## config.mk

```make
export PLATFORM = sky130hd
export DESIGN_NAME = pipe_stage_fifo
export DESIGN_NICKNAME = d
export VERILOG_FILES = /design/src/rtl/pipe_stage_fifo_pkg.sv /design/src/rtl/pipe_stage_fifo.sv
export SDC_FILE = /design/constraint.sdc
export NUM_CORES = 1
export LEC_CHECK = 0
export ABC_AREA = 1
export BUFFER_PORTS_ARGS = -buffer_cell sky130_fd_sc_hd__buf_2
export CORE_MARGIN = 4
export CORE_UTILIZATION = 40
export DETAILED_ROUTE_END_ITERATION = 16
export PLACE_DENSITY = 0.73
export SETUP_SLACK_MARGIN = 0.2
export SYNTH_ARGS = -nofsm -noshare
export SYNTH_HDL_FRONTEND = slang
export SYNTH_SLANG_ARGS = --single-unit
export TNS_END_PERCENT = 30
```

## constraint.sdc

```tcl
create_clock -name clk -period 9.05 [get_ports clk]
set_input_delay 0.905 -clock clk [delete_from_list [all_inputs] [get_ports clk]]
set_output_delay 0.905 -clock clk [all_outputs]
set_load 0.05 [all_outputs]
```

## src/rtl/pipe_stage_fifo_pkg.sv

```systemverilog
// Shared helpers for the elastic pipeline-stage buffer (pointer sizing).
package pipe_stage_fifo_pkg;

  // Pointers need at least one bit, even for a single-entry buffer.
  function automatic int ptr_w(input int depth);
    return (depth > 1) ? $clog2(depth) : 1;
  endfunction

endpackage

```

## src/rtl/pipe_stage_fifo.sv

```systemverilog
// Elastic DEPTH-entry stage buffer, push-to-output latency 1; in_ready_o from registered count only, flush/rst kill output.
// PIPE_STAGE_ZERO_INVALID_EN defined: out_data_o forced to zero whenever out_valid_o is low.
module pipe_stage_fifo
  import pipe_stage_fifo_pkg::*;
#(
  parameter int WIDTH = 64,
  parameter int DEPTH = 2
) (
  input  logic                         clk,
  input  logic                         rst,
  input  logic                         flush_i,
  input  logic                         in_valid_i,
  output logic                         in_ready_o,
  input  logic [WIDTH-1:0]             in_data_i,
  output logic                         out_valid_o,
  input  logic                         out_ready_i,
  output logic [WIDTH-1:0]             out_data_o,
  output logic [$clog2(DEPTH+1)-1:0]   count_o
);

  localparam int PW    = ptr_w(DEPTH);
  localparam int CW    = $clog2(DEPTH + 1);
  // Storage is sized to the pointer range; with DEPTH=1 the second slot is never addressed.
  localparam int MEM_N = 1 << PW;

  logic [PW-1:0]    wr_ptr_q, wr_ptr_d;
  logic [PW-1:0]    rd_ptr_q, rd_ptr_d;
  logic [CW-1:0]    count_q, count_d;
  logic [WIDTH-1:0] mem_q [MEM_N];
  logic             kill;
  logic             push;
  logic             pop;

  function automatic logic [PW-1:0] ptr_inc(input logic [PW-1:0] p);
    return (p == PW'(DEPTH - 1)) ? '0 : p + PW'(1);
  endfunction

  // Reset behaves like a flush so a mid-stream reset also masks the head entry.
  assign kill        = rst || flush_i;
  assign in_ready_o  = (count_q != CW'(DEPTH));
  assign out_valid_o = (count_q != '0) && !kill;
  assign push        = in_valid_i && in_ready_o && !kill;
  assign pop         = out_valid_o && out_ready_i;
  assign count_o     = count_q;

  always_comb begin
    wr_ptr_d = wr_ptr_q;
    rd_ptr_d = rd_ptr_q;
    count_d  = count_q;
    if (flush_i) begin
      wr_ptr_d = '0;
      rd_ptr_d = '0;
      count_d  = '0;
    end else begin
      if (push) wr_ptr_d = ptr_inc(wr_ptr_q);
      if (pop)  rd_ptr_d = ptr_inc(rd_ptr_q);
      count_d = count_q + CW'(push) - CW'(pop);
    end
  end

  always_ff @(posedge clk) begin
    if (rst) begin
      wr_ptr_q <= '0;
      rd_ptr_q <= '0;
      count_q  <= '0;
    end else begin
      wr_ptr_q <= wr_ptr_d;
      rd_ptr_q <= rd_ptr_d;
      count_q  <= count_d;
    end
  end

  always_ff @(posedge clk) begin
    if (push) mem_q[wr_ptr_q] <= in_data_i;
  end

`ifdef PIPE_STAGE_ZERO_INVALID_EN
  assign out_data_o = out_valid_o ? mem_q[rd_ptr_q] : '0;
`else
  assign out_data_o = mem_q[rd_ptr_q];
`endif

endmodule

```

== Yosys cells after proc, flatten, opt, wreduce, memory -nomap -nowiden ==
Memory sizes are Yosys's and may differ from the RTL's. A register that Yosys moved wholly into a read port is not among the register bits.
Index checks and enable logic that the tools add are counted.
Word-level totals
  register bits after elaboration: 4
  bits in writable memories: 128
  output and inout port bits: 68
  memories kept: 1
Operators by class
  add/sub/neg operators: 4
  eq/ne operators: 1
  multiplexer cells: 6
  reductions and logical operators: 8
Memory list
  mem_q: depth 2, bits a word 64, read ports 1, clocked after Yosys merged registers in 1, write ports 1, line pipe_stage_fifo.sv:29  | logic [WIDTH-1:0] mem_q [MEM_N];
Operator list (number)
  $mux W1: 6
  $logic_and A1 B1 Y1: 4
  $add A1 B1 Y1 const B: 2
  $add A2 B1 Y2: 1
  $ne A2 B2 Y1 const B: 1
  $reduce_bool A2 Y1: 1
  $reduce_or A2 Y1: 1
  $sub A2 B1 Y2: 1
  $logic_not A1 Y1: 1
  $logic_or A1 B1 Y1: 1

== Longest topological paths before layout ==
  word-level depth: 6
  mapped depth: 11
  mapped depth without buffers: 11

== Worst setup path after synthesis ==
Ideal clock, no wire load.
  kind: register to register
  start point: register count_q[0] (netlist: count_o[0])
  end point: memory mem_q[0][0], enable pin
  setup time: 487 ps
  arrival time: 4125 ps
  required time: 8563 ps
  slack: 4439 ps
  stages on the path, launching flop included: 5
  buffers on the path: 0
  path through: dfxtp_1 -> inv_1 -> nand2_1 -> nand3_1 -> nor2_1
On the way
  cells in the longest elaborated chain, start to end: 5
Ends and longest elaborated chain
  start, declared: line pipe_stage_fifo.sv:28  | logic [CW-1:0] count_q, count_d;
  start signal, assigned: line pipe_stage_fifo.sv:69  | count_q <= count_d;
  $ne A2 B2 Y1: line pipe_stage_fifo.sv:40  | assign in_ready_o = (count_q != CW'(DEPTH));
  net in_ready_o: line pipe_stage_fifo.sv:13  | output logic in_ready_o,
  $logic_and A1 B1 Y1 (2 in series): line pipe_stage_fifo.sv:42  | assign push = in_valid_i && in_ready_o && !kill;
  $mux W1: line pipe_stage_fifo.sv:74  | if (push) mem_q[wr_ptr_q] <= in_data_i;
  $mux W1 (not written as such): line pipe_stage_fifo.sv:74
  end, declared: line pipe_stage_fifo.sv:29
The timed path passes the listed nets, and every way through them passes these cells.

==> results.json <==
{
  "fin_setup_tns_ns": 0,
  "areaGrowthSynthToFinish_pct": 26.9,
  "grt_pass1_vias": 2799,
  "register_area_um2": 3950,
  "rsz0062_at_grt": "no",
  "synthDistinctLibCells": 16,
  "report.final.slew_viol_count": 0,
  "finalWirelength_um": 9020,
  "syn_avg_cell_area_um2": 21.6,
  "numCtsBuffers": 17,
  "globalplace.congestion": 0.683,
  "cp.required_ns": 8.15,
  "startpoint_type": "flop",
  "nFillCells": 1068,
  "cts_sinks": 133,
  "post_drt_wl_per_cell_um": 15.7,
  "htree_levels": 4,
  "n_antenna_cell": 0,
  "fmax_mhz": 306,
  "drt_iter0_drc": 136,
  "leakagePower_uw": 0.00256,
  "status": "complete, no violations",
  "final_cells": 576,
  "relSlewSlack_pct": 41.9,
  "grt_max_degree": 39,
  "post-cts-setup-buffers": 0,
  "p_per_area_nw_per_um2": 218,
  "drtPass1Iterations": 4,
  "dieHeight_um": 122,
  "yosys.area.top_type_share_pct": 74.0,
  "dpl.hpwl_um": 6260,
  "ant_nets": 0,
  "io_pins": 137,
  "synth_area_um2": 5190,
  "start_util_pct": 41.0,
  "crit_type": "reg2out",
  "setup_violations": 0,
  "final_hold_viol_count": 0,
  "vias": 2567,
  "min_path_type": "reg2reg",
  "fin_nets": 462,
  "worst_pin_slew_ns": 0.869,
  "placedCellCount": 544,
  "period_needed_ns": 3.27,
  "peakVddDrop_v": 0.0000934,
  "ys_ff_latch": 133,
  "cp_data_arrival_time_ns": 2.37,
  "yosys.area.top_type": "edfxtp_1",
  "die_w_um": 122,
  "die_area_um2": 14900,
  "fp-row-count": 41,
  "synthTopCellsByArea": "edfxtp_1 (74%), mux2_4 (17%), buf_12 (2.3%), dfxtp_1 (1.9%), mux2_2 (0.87%)",
  "crit_path_end_kind": "output port",
  "grt_pass1_wl_um": 13600,
  "clk_pin_slew_ns": 0.06,
  "antenna_found_initial": 1,
  "path_max_fanout": 38,
  "hold_depth": 4,
  "track_usage_pct": 12.5,
  "clk_latency_ns": 0.40,
  "skew_ns": 0.00612,
  "core_um2": 12700,
  "cts_tree": "yes",
  "ys_seq_area_share_pct": 75.9,
  "post_cts_resized": 0,
  "overflow": 0,
  "max-cap-violations": 0,
  "fin_crit_sh_pct": 36.1,
  "netlist_instances": 240,
  "reg2reg_depth": 5,
  "io_buffers": 136,
  "synth_nets": 311,
  "drc_errors": 0,
  "via_per_inst": 4.46,
  "synth_warnings": 0,
  "cts_root_buffer": "clkbuf_16",
  "holdBufCountCts": 0,
  "drive_gt1_share_pct": 58.7,
  "multi_input_area_um2": 1100,
  "clockBufferDepth": 2
}
cells by family (layout without fill, tap and decap cells):
group / Yosys count / in the layout / share of synthesized area, %
AOI/OAI and AO/OA: 3 / 3 / 0.289
adders and majority gates: 2 / 2 / 0.482
buffers and inverters: 17 / 181 / 3.25
DFF: 133 / 133 / 75.9
muxes: 64 / 64 / 18.2
and+or+nand+nor: 21 / 21 / 1.83
final cells by class:
| cell class | count | share of cell area, % |
|---|---|---|
| Clock buffer | 18 | 6.51 |
| Clock inverter | 14 | 2.43 |
| Inverter | 10 | 0.570 |
| Multi-Input combinational cell | 90 | 16.6 |
| Sequential cell | 133 | 59.9 |
| Tap cell | 172 | 3.27 |
| Timing Repair Buffer | 139 | 10.7 |
flip-flops by register name, summed over array words and instances, names as in the netlist, named ones only:
signal    flops
rd_ptr_q      1
mem_q       128
count_o       2
wr_ptr_q      1
where the power goes:
part | switching, uW | internal [uW] | total [uW]
clock network | 238 | 430 | 668
logic | 50.4 | 26.6 | 77.1
registers | 2.60 | 686 | 689
metrics by stage:
stage | cell area (um2) | setup WS, ns | hold slack, ns | total power [uW] | util, %
after floorplan | 5190 | 4.44 | 0.510 | 750 | -
after global placement | 6000 | 5.95 | 0.519 | 777 | 47.3
after detailed placement | 6000 | 5.86 | 0.530 | 779 | 47.3
after CTS | 6590 | 5.70 | 0.545 | 1450 | 52.0
after global routing | 6590 | 5.63 | 0.609 | 1480 | 52.0
final | 6590 | 5.78 | 0.543 | 1430 | 52.0
cells in the mapped netlist:
cell type / number
a21oi_1: 2
buf_12: 6
buf_6: 1
dfxtp_1: 5
edfxtp_1: 128
ha_1: 2
inv_1: 10
mux2_2: 4
mux2_4: 60
nand2_1: 8
nand3_1: 3
nand4_1: 1
nor2_1: 7
nor2_4: 1
o21ai_0: 1
or2_2: 1
routing by layer:
metal  global-route usage (%)  share of wire (%)  up-vias  wire (um)
li1                         -                  -     1225          -
met1                     13.4                 39     1243       3530
met2                     21.5                 51       84       4630
met3                     5.94                8.1       13        731
met4                     4.83                1.2        2        111
met5                        0               0.14        -         13
critical path, cell delays in order (launching register included):
cell and delay, ns:
dfxtp_4 0.67, buf_4 0.63, mux2_2 0.41, buf_2 0.21
layout by cell type (no fill, tap or decap), drive strengths merged:
cell      synthesis  final
a21oi             2      2
buf               7    139
bufinv            0      3
clkbuf            0     18
clkinv            0      6
clkinvlp          0      4
dfxtp             5      5
edfxtp          128    128
ha                2      2
inv              10     11
mux2             64     64
nand2             8      8
nand3             3      3
nand4             1      1
nor2              8      8
o21ai             1      1
or2               1      1
final timing paths:
check	start	slack [ns]	endpoint
min reg2reg	rd_ptr_q$_SDFFE_PP0P_	0.54	flop
max	flop	5.78	out_data_o[58]
max reg2reg	count_o[0]$_SDFF_PP0_	6.59	mem_q[1][43]$_DFFE_PP_
min	rd_ptr_q$_SDFFE_PP0P_	0.54	flop
Power figures use the tool's default switching activity.
